## src/rtl/tx_frame_loader_pkg.sv

```systemverilog
// Shared definitions for the TX frame loader.
// Contents: TX event codes, loader state encoding, error codes and length check.
package tx_frame_loader_pkg;

  localparam logic [2:0] TX_EVENT_STARTED  = 3'd1;
  localparam logic [2:0] TX_EVENT_PREAMBLE = 3'd2;
  localparam logic [2:0] TX_EVENT_SFD      = 3'd3;
  localparam logic [2:0] TX_EVENT_PHR      = 3'd4;
  localparam logic [2:0] TX_EVENT_BYTE     = 3'd5;
  localparam logic [2:0] TX_EVENT_END      = 3'd6;

  typedef enum logic [2:0] {
    ST_IDLE,
    ST_LOAD,
    ST_START,
    ST_WAIT,
    ST_ABORT
  } state_e;

  typedef enum logic [1:0] {
    ERR_NONE    = 2'd0,
    ERR_BAD_LEN = 2'd1,
    ERR_COUNT   = 2'd2,
    ERR_TIMEOUT = 2'd3
  } err_code_e;

  function automatic logic len_ok(input logic [7:0] b, input int unsigned max_len);
    return (b != 8'd0) && (32'(b) <= max_len);
  endfunction

endpackage

```

## src/rtl/tx_frame_loader.sv

```systemverilog
// Loads a host frame (PHR + payload) into the TX buffer, starts the transmitter
// and supervises it through its event stream with a watchdog.
module tx_frame_loader
  import tx_frame_loader_pkg::*;
#(
  parameter int unsigned TIMEOUT = 65535,
  parameter int unsigned MAX_LEN = 127
) (
  input  logic       clk,
  input  logic       reset,
  input  logic [7:0] i_byte,
  input  logic       i_byte_valid,
  output logic       o_byte_ready,
  output logic [6:0] o_buf_w_addr,
  output logic       o_buf_w_en,
  output logic [7:0] o_buf_byte,
  output logic       o_start,
  input  logic [2:0] i_tx_ev,
  input  logic       i_tx_ev_sig,
  output logic       o_tx_abort,
  output logic       o_busy,
  output logic       o_done,
  output logic       o_err,
  output logic [1:0] o_err_code
);

  localparam int unsigned     WD_W     = $clog2(TIMEOUT + 1);
  localparam logic [WD_W-1:0] WD_LIMIT = WD_W'(TIMEOUT);

  state_e          r_state, w_state_nxt;
  logic [6:0]      r_len, w_len_nxt;
  logic [6:0]      r_cnt, w_cnt_nxt, w_cnt_inc;
  logic [6:0]      r_ev_cnt, w_ev_cnt_nxt;
  logic [WD_W-1:0] r_wd, w_wd_nxt, w_wd_inc;
  logic            r_ready, w_ready_nxt;
  logic [6:0]      r_addr, w_addr_nxt;
  logic            r_w_en, w_w_en_nxt;
  logic [7:0]      r_data, w_data_nxt;
  logic            r_start, w_start_nxt;
  logic            r_abort, w_abort_nxt;
  logic            r_busy, w_busy_nxt;
  logic            r_done, w_done_nxt;
  logic            r_err, w_err_nxt;
  err_code_e       r_code, w_code_nxt;
  logic            w_hs;

  always_ff @(posedge clk) begin
    if (reset) begin
      r_state  <= ST_IDLE;
      r_len    <= '0;
      r_cnt    <= '0;
      r_ev_cnt <= '0;
      r_wd     <= '0;
      r_ready  <= 1'b0;
      r_addr   <= '0;
      r_w_en   <= 1'b0;
      r_data   <= '0;
      r_start  <= 1'b0;
      r_abort  <= 1'b0;
      r_busy   <= 1'b0;
      r_done   <= 1'b0;
      r_err    <= 1'b0;
      r_code   <= ERR_NONE;
    end else begin
      r_state  <= w_state_nxt;
      r_len    <= w_len_nxt;
      r_cnt    <= w_cnt_nxt;
      r_ev_cnt <= w_ev_cnt_nxt;
      r_wd     <= w_wd_nxt;
      r_ready  <= w_ready_nxt;
      r_addr   <= w_addr_nxt;
      r_w_en   <= w_w_en_nxt;
      r_data   <= w_data_nxt;
      r_start  <= w_start_nxt;
      r_abort  <= w_abort_nxt;
      r_busy   <= w_busy_nxt;
      r_done   <= w_done_nxt;
      r_err    <= w_err_nxt;
      r_code   <= w_code_nxt;
    end
  end

  always_comb begin
    w_hs         = r_ready & i_byte_valid;
    w_cnt_inc    = r_cnt + 7'd1;
    w_wd_inc     = (r_wd == '1) ? r_wd : r_wd + 1'b1;
    w_state_nxt  = r_state;
    w_len_nxt    = r_len;
    w_cnt_nxt    = r_cnt;
    w_ev_cnt_nxt = r_ev_cnt;
    w_wd_nxt     = r_wd;
    w_addr_nxt   = r_addr;
    w_w_en_nxt   = 1'b0;
    w_data_nxt   = r_data;
    w_start_nxt  = 1'b0;
    w_abort_nxt  = 1'b0;
    w_busy_nxt   = r_busy;
    w_done_nxt   = 1'b0;
    w_err_nxt    = 1'b0;
    w_code_nxt   = r_code;

    unique case (r_state)
      ST_IDLE: begin
        if (w_hs) begin
          if (len_ok(i_byte, MAX_LEN)) begin
            w_w_en_nxt  = 1'b1;
            w_addr_nxt  = '0;
            w_data_nxt  = i_byte;
            w_len_nxt   = i_byte[6:0];
            w_cnt_nxt   = '0;
            w_busy_nxt  = 1'b1;
            w_state_nxt = ST_LOAD;
          end else begin
            w_err_nxt  = 1'b1;
            w_code_nxt = ERR_BAD_LEN;
          end
        end
      end
      ST_LOAD: begin
        if (w_hs) begin
          w_w_en_nxt = 1'b1;
          w_addr_nxt = w_cnt_inc;
          w_data_nxt = i_byte;
          w_cnt_nxt  = w_cnt_inc;
          if (w_cnt_inc == r_len) w_state_nxt = ST_START;
        end
      end
      ST_START: begin
        w_start_nxt  = 1'b1;
        w_ev_cnt_nxt = '0;
        w_wd_nxt     = '0;
        w_state_nxt  = ST_WAIT;
      end
      ST_WAIT: begin
        // The event cycle itself counts as the first watchdog cycle, so expiry
        // lands exactly TIMEOUT cycles after the last event; an event beats expiry.
        if (i_tx_ev_sig) begin
          w_wd_nxt = WD_W'(1);
          if (i_tx_ev == TX_EVENT_BYTE) w_ev_cnt_nxt = r_ev_cnt + 7'd1;
          if (i_tx_ev == TX_EVENT_END) begin
            w_busy_nxt  = 1'b0;
            w_state_nxt = ST_IDLE;
            if (r_ev_cnt == r_len) begin
              w_done_nxt = 1'b1;
            end else begin
              w_err_nxt  = 1'b1;
              w_code_nxt = ERR_COUNT;
            end
          end
        end else begin
          w_wd_nxt = w_wd_inc;
          if (w_wd_inc >= WD_LIMIT) begin
            w_abort_nxt = 1'b1;
            w_err_nxt   = 1'b1;
            w_code_nxt  = ERR_TIMEOUT;
            w_busy_nxt  = 1'b0;
            w_state_nxt = ST_ABORT;
          end
        end
      end
      ST_ABORT: begin
        w_state_nxt = ST_IDLE;
      end
      default: begin
        w_state_nxt = ST_IDLE;
      end
    endcase

    // Ready is registered from the next state so it drops on the same edge
    // that registers the final payload write.
    w_ready_nxt = (w_state_nxt == ST_IDLE) || (w_state_nxt == ST_LOAD);
  end

  assign o_byte_ready = r_ready;
  assign o_buf_w_addr = r_addr;
  assign o_buf_w_en   = r_w_en;
  assign o_buf_byte   = r_data;
  assign o_start      = r_start;
  assign o_tx_abort   = r_abort;
  assign o_busy       = r_busy;
  assign o_done       = r_done;
  assign o_err        = r_err;
  assign o_err_code   = r_code;

endmodule

```

## config.mk

```make
export PLATFORM = sky130hd
export DESIGN_NAME = tx_frame_loader
export DESIGN_NICKNAME = d
export VERILOG_FILES = /design/src/rtl/tx_frame_loader_pkg.sv /design/src/rtl/tx_frame_loader.sv
export SDC_FILE = /design/constraint.sdc
export NUM_CORES = 1
export LEC_CHECK = 0
export ABC_AREA = 1
export BUFFER_PORTS_ARGS = -buffer_cell sky130_fd_sc_hd__clkbuf_2
export CORE_ASPECT_RATIO = 0.9
export CORE_MARGIN = 1
export CORE_UTILIZATION = 52
export DETAILED_ROUTE_END_ITERATION = 6
export PLACE_DENSITY = 0.73
export SYNTH_ARGS = -nofsm -noshare
export SYNTH_HDL_FRONTEND = slang
export SYNTH_SLANG_ARGS = --single-unit
```

## constraint.sdc

```tcl
create_clock -name clk -period 1.8 [get_ports clk]
set_input_delay 0.18 -clock clk [delete_from_list [all_inputs] [get_ports clk]]
set_output_delay 0.18 -clock clk [all_outputs]
set_load 0.1 [all_outputs]
```

==> metrics.yaml, run 1 <==
die_x_um: 82.9
viasPerCell: 5.21
dieArea_um2: 6200
initial_utilization: 0.538
grt_max_degree: 17
setup_viol: 9
drtIter0Drc: 292
critPathMaxFanout: 12
cts_tree: "done"
met2_usage: 0.445
slew_violations: 0
outcome: "complete, but fails checks"
nFillCells: 480
syn_area_per_cell_um2: 6.56
p_clk_frac: 0.417
synth_xor_area_frac: 0.0429
drive_above_1_share: 0.276
track_usage: 0.287
switching_share: 0.294
min_from: "i_byte[1]"
seqPwrFrac: 0.454
synth_mux_area_frac: 0
yosysWarnings: 0
power_frac_comb: 0.129
startpoint_type: "flip-flop"
synth_area_leader_cell: "dfxtp_1"
fin_crit_sh: 1.10
fin_ws_ns: -0.174
hold_path_class: "primary input to flip-flop"
portBuffers: 38
maxCapViolations: 0
internal_power_mw: 2.03
period_minus_slack_ns: 1.97
finalPower_mw: 2.88
wire_per_inst_um: 13.5
worst-slew-pin-transition_ns: 0.543
synthCells: 467
diodes: 0
clkLatencyLatePin_ns: 0.35
switching_power_mw: 0.844
routed_wl_um: 8620
rows: 26
core_um2: 5690
cts_root_buf: "clkbuf_8"
endpoint_kind: "flip-flop"
yosys.area.top_type_share: 0.373
synth_adder_area_share: 0.0123
ctsHoldBuffers: 0
hold_viol: 0
globalRouteMet1Util: 0.381
busiest_layer: "met2"
max_freq_mhz: 507
syn-cell-area_um2: 3060
rsz0062_at_grt: "true"
cts.sinks: 57
grt_pass1_vias: 2952
drt-pass1-iter-count: 5
cp.arrival_ns: 2.25
startpoint: "r_wd[1]"
drc: 0
synth_area_leaders: "dfxtp_1 (37%), nand2_1 (16%), a21oi_1 (7.2%), nor2_1 (6.9%), inv_1 (6.6%)"
dp_slack_ns: -0.184
grt_pass1_wl_um: 13800
gp_congestion: 0.972
yosysSeqAreaShare: 0.373
power_density_nw_per_um2: 716
ys_types: 31
die_y_um: 74.8
clock_path_buffers: 2
violations: "negative setup slack"
crit_required_ns: 2.07
synth_compound_area_frac: 0.141
antenna_found_initial: 0
dp_hpwl_um: 6390
gr-usage-met3: 0.0779
crit_type: "flip-flop to flip-flop"
areaGrowthSynthToFinish_pct: 31.3
syn-num-nets: 485
r2r-start: "r_wd[1]"
ir_drop_v: 0.000655
vias: 3326
cts_max_level: 3
antenna_left: 0
ios: 39
max-slew-margin-rel: 0.637
grt_overflow: 0
path_clk_slew_ns: 0.06
fin_skew_ns: 0.00902
numCtsBuffers: 9
synth_top_family_by_area: "simple AND/OR/NAND/NOR gates"
yosys.area_share.simple: 0.347
synth-seq-cells: 57
p_leak_nw: 1.80
fin_nets: 582
## repair_timing
item	4_1_cts	5_1_grt
resized for setup	10	7
buffers inserted	2	0
setup endpoints to repair	9	10
pin swaps	2	1
gates cloned	0	0
## metrics by stage
stage / instance area, um2 / setup TNS, ns / cells / utilization / hold slack [ns]
4_1_cts: 4000 / -0.698 / 639 / 0.702 / 0.0859
6_report: 4020 / -0.900 / 639 / 0.706 / 0.0968
5_1_grt: 4020 / -2.68 / 639 / 0.706 / 0.105
3_3_place_gp: 3770 / -0.567 / 621 / 0.662 / 0.439
2_1_floorplan: 3120 / -0.188 / 467 / - / 0.315
3_5_place_dp: 3770 / -1.06 / 621 / 0.662 / 0.442
## placed cells by master, fill, tap and decap left out, drive strengths merged
cell and count:
nor3b 1, nand2 140, or2 1, o22ai 1, bufinv 1, nor2 65
a21oi 44, buf 59, nand3b 1, o21bai 4, nor3 3, xnor2 3
nor4 1, a31oi 1, o21ai 30, inv 56, clkbuf 48, xor2 12
nand4 13, o211ai 1, a32o 1, nand3 19, ha 3, clkinv 4
dfxtp 57
## worst max-delay path: stages, from the launching register on
cell and delay, ns:
dfxtp_4 0.36, ha_4 0.15, inv_1 0.06, nor2_4 0.11
nand2_4 0.10, nor2_4 0.13, inv_4 0.09, o21ai_0 0.11
nand2_1 0.13, nor2_4 0.15, nand3_2 0.11, nand2_4 0.10
nand2_2 0.07, nor2_2 0.09, nand2_1 0.05, nor2_1 0.10
## final cells by class
class                   instances  area [um2]  area share
clock buffers                  10         138      0.0342
clock inverters                 6        56.3      0.0140
inverters                      55         209      0.0520
multi-input cells             344        1720       0.428
flip-flops and latches         57        1170       0.292
well taps                      70        87.6      0.0218
repair buffers                 97         633       0.158
## layer usage
layer / part of all wire / wire, um / vias to the layer above
met1: 0.48 / 4110 / 1516
met3: 0.062 / 535 / 18
met2: 0.44 / 3800 / 104
met5: 0 / 0 / -
li1: - / - / 1688
met4: 0.020 / 169 / 0
## state kept, by name, indices dropped and copies added (netlist names)
register,count
o_buf_w_en,1
r_state,3
o_err,1
o_done,1
o_start,1
o_buf_w_addr,7
r_wd,16
o_byte_ready,1
o_busy,1
r_ev_cnt,7
o_tx_abort,1
o_err_code,2
o_buf_byte,8
r_len,7
## synthesized netlist by cell type (all sizes together)
library cell  number
o22ai              1
inv               55
nand3             19
nand2            140
clkbuf             8
o21bai             4
xnor2              3
nor2              65
ha                 3
or2                1
nor4               1
o21ai             30
nand3b             1
buf                3
nor3               3
xor2              12
nand4             13
a32o               1
a21oi             44
o211ai             1
nor3b              1
a31oi              1
dfxtp             57
## worst paths after layout
check	slack, ns	cells past startpoint	end
max	-0.17	15	o_byte_ready
min reg2reg	0.46	2	o_err_code[1]
max reg2reg	-0.17	15	o_byte_ready
min	0.1	3	o_buf_byte[1]
## kinds of logic (layout without fill, tap and decap cells)
| group | Yosys count | count (layout) |
|---|---|---|
| simple gates | 244 | 244 |
| compound gates | 82 | 82 |
| buf+inv | 66 | 168 |
| flops | 57 | 57 |
| xor+xnor | 15 | 15 |
| fa+ha+maj | 3 | 3 |
## power groups by stage
stage	clock network [mW]	registers, mW	logic, mW
6_report	1.20	1.31	0.371
4_1_cts	1.21	1.31	0.368
5_1_grt	1.26	1.31	0.395
3_5_place_dp	0	1.33	0.365
3_3_place_gp	0	1.33	0.361
2_1_floorplan	0	1.50	0.115
Power figures use the tool's default switching activity.
==> inputs of run 2 (changes only) <==
ABC_AREA = default   (was 1)
SLEW_MARGIN = 20   (was default)
==> metrics.yaml, run 2 <==
internal_power_mw: 2.07  # +2.1%
dieArea_um2: 6380  # +2.9%
core_um2: 5760  # +1.1%
multi_input_area_um2: 2050  # +19%
syn_area_per_cell_um2: 8.04  # +23%
r2r_slack_ns: -0.11  # +0.06 ns
clkLatencyLatePin_ns: 0.34  # about the same
syn-cell-area_um2: 3150  # +2.9%
vias: 3460  # +4.0%
switching_power_mw: 0.945  # +12%
slew_violations: 0  # unchanged
setup_viol: 7  # -2
synth_compound_area_frac: 0.198  # +0.0579
ys_async_sr_fraction: 0  # unchanged
synthCells: 392  # -16%
rsz0062_at_grt: "true"
areaGrowthSynthToFinish_pct: 36.1
finalPower_mw: 3.02  # +5.0%
largest_reg_flops: 16  # unchanged
synth_top_family_by_area: "simple AND/OR/NAND/NOR gates"
syn-num-nets: 410  # -15%
hold_path_class: "primary input to flip-flop"
dp_hpwl_um: 6670  # +4.3%
switching_share: 0.313  # +0.0193
drtIter0Drc: 248  # -15%
cts_tree: "done"
synth_area_leader_cell: "dfxtp_1"
synth_edf_count: 0  # unchanged
grt_pass1_vias: 2952  # unchanged
hold_viol: 0  # unchanged
worst-slew-pin-transition_ns: 0.553  # +0.00990 ns
portBuffers: 38  # unchanged
synth_xor_area_frac: 0.0500  # +0.00711
drive_above_1_share: 0.356  # +0.0798
regArea_um2: 1180  # +0.75%
synth_mux_area_frac: 0.0540  # +0.0540
diodes: 0  # unchanged
rows: 26  # unchanged
antenna_left: 0  # unchanged
yosysSeqAreaShare: 0.362  # -0.0107
regMostFlops: "r_wd"
nFillCells: 435  # -9.4%
initial_utilization: 0.547  # +0.00957
gp_congestion: 0.972  # unchanged
endpoint_kind: "flip-flop"
drc: 10  # +10
synth.top_cells.by_count: "nor2_1 (61), dfxtp_1 (57), a21oi_1 (28)"
grt_max_degree: 24  # +7
dp_slack_ns: -0.174  # +0.0102 ns
synth_area_leaders: "dfxtp_1 (36%), nor2_1 (7.3%), mux2i_1 (5.4%), a21oi_1 (4.4%), xnor2_1 (2.8%)"
min_path_cells: 3  # unchanged
crit_type: "flip-flop to flip-flop"
yosys.area_share.simple: 0.280  # -0.0671
reg2regPathDepth: 8  # -7
outcome: "complete, but fails checks"
ir_drop_v: 0.000622  # -5.0%
p_clk_frac: 0.386  # -0.031
grt_pass1_wl_um: 14400  # +4.8%
die_y_um: 75.9  # +1.4%
viasPerCell: 6.16  # +18%
r2r-start: "r_wd[1]"
drt-pass1-iter-count: 6  # +1
fin_ws_ns: -0.112  # +0.0617 ns
synth-seq-cells: 57  # unchanged
cts_max_level: 3  # unchanged
mostFrequentLayoutCells: "buf_4 (67), nor2_1 (59), dfxtp_1 (42)"
slowest_delay_ns: 0.37  # about the same
die_x_um: 84.1  # +1.4%
wire_per_inst_um: 16.7  # +24%
ys.flop_type: "dfxtp_1"
crit_buf_inv: 1  # -1
clock_path_buffers: 2  # unchanged
critPathMaxFanout: 4  # -8
cp.arrival_ns: 2.13  # -0.12 ns
antenna_found_initial: 0  # unchanged
min_from: "i_byte[7]"
cts.sinks: 57  # unchanged
fin_area_um2: 4290  # +6.7%
crit_required_ns: 2.02  # -0.05 ns
power_frac_comb: 0.175  # +0.046
timing.hold.ws_ns: 0.101  # +0.00426 ns
violations: "design-rule violations, negative setup slack"
startpoint: "r_wd[1]"
dpl_cell_area_um2: 3920  # +4.0%
crit_chain: "ha_4 -> and3_4 -> buf_6 -> nor2_2 -> o311ai_2 -> a22oi_1 -> and4_4 -> o31a_1"
p_leak_nw: 1.71  # -5.3%
max-slew-margin-rel: 0.633  # -0.00370
cp_top_family: "compound AO/OA/AOI/OAI gates"
fin_crit_sh: 1.06  # -0.0343
mostFrequentLayoutCell: "buf_4"
track_usage: 0.295  # +0.00802
routed_wl_um: 9390  # +8.9%
maxCapViolations: 0  # unchanged
fin_nets: 505  # -13%
seqPwrFrac: 0.439  # -0.015
path_clk_slew_ns: 0.07  # about the same
synth.most_common_cell: "nor2_1"
slowest_stage: "dfxtp_4"
period_minus_slack_ns: 1.91  # -0.0617 ns
ios: 39  # unchanged
grt_overflow: 0  # unchanged
hold_end: "o_buf_byte[7]"
r2r_end: "o_err_code[1]"
max_freq_mhz: 523  # +3.2%
yosysWarnings: 0  # unchanged
synth_adder_area_share: 0.0119  # -0.000350
cts_root_buf: "clkbuf_8"
fin_skew_ns: 0.00846  # -0.000554 ns
numCtsBuffers: 9  # unchanged
startpoint_type: "flip-flop"
power_density_nw_per_um2: 704  # -1.7%
utilization: 0.745  # +0.0390
ctsHoldBuffers: 0  # unchanged
ys_types: 56  # +81%
yosys.area.top_type_share: 0.362  # -0.0107
## run 2: cell count changes after synthesis, sizes merged, moves of 13 or more
| cell | change |
|---|---|
| a21oi | -16 |
| inv | -51 |
| mux2i | +17 |
| nand2 | -117 |
| nor3 | +13 |
| o21ai | -13 |
## run 2: layer usage
| metal | GRT usage | routed length (um) | vias up |
|---|---|---|---|
| li1 | - | - | 1636 |
| met4 | 0.0881 | 155 | 0 |
| met5 | 0 | 0 | - |
| met1 | 0.415 | 4260 | 1643 |
| met3 | 0.0769 | 805 | 17 |
| met2 | 0.446 | 4160 | 164 |
## run 2: worst min-delay path, cell delays in order
cell and delay (ns):
clkbuf_2 0.09, nand3_1 0.06, a21oi_1 0.06
## run 2: per-stage QoR
stage | setup TNS [ns] | instances
2_1_floorplan | -0.109 | 392
3_3_place_gp | -0.285 | 540
3_5_place_dp | -0.764 | 540
4_1_cts | -0.113 | 559
5_1_grt | -1.08 | 562
6_report | -0.355 | 562
## run 2: power by group through the flow
stage	Sequential, mW	Clock (mW)	Combinational, mW
5_1_grt	1.33	1.24	0.557
6_report	1.32	1.17	0.529
2_1_floorplan	1.51	0	0.203
3_5_place_dp	1.35	0	0.505
3_3_place_gp	1.35	0	0.502
4_1_cts	1.32	1.19	0.514
## run 2: how the worst max path moves through the flow
stage                         end  slack [ns]  depth (start not counted)
CTS                 o_err_code[0]       -0.06                          7
global route        o_err_code[1]       -0.17                          8
finish              o_err_code[1]       -0.11                          8
detailed placement  o_err_code[0]       -0.17                          8
global placement    o_err_code[0]       -0.09                          6
floorplan              r_state[0]       -0.10                          7
## run 2: final cells by class
type                    count  area share
clock buffers              11      0.0379
repair buffers            110       0.177
flip-flops and latches     57       0.276
multi-input cells         305       0.477
well taps                  70      0.0204
inverters                   4     0.00350
clock inverters             5     0.00875
## run 2: logic make-up (layout without fill, tap and decap cells)
logic type | Yosys count | count (layout)
buffers and inverters | 30 | 130
AOI/OAI and AO/OA | 95 | 95
xor gates and xnor gates | 18 | 18
adders and majority gates | 3 | 3
DFF | 57 | 57
and+or+nand+nor | 172 | 172
muxes | 17 | 17
## run 2: repair_timing
| action | CTS | global route |
|---|---|---|
| pin swaps | 16 | 10 |
| endpoints found under the setup margin | 8 | 12 |
| gates resized for setup | 22 | 14 |
| setup buffers | 3 | 3 |
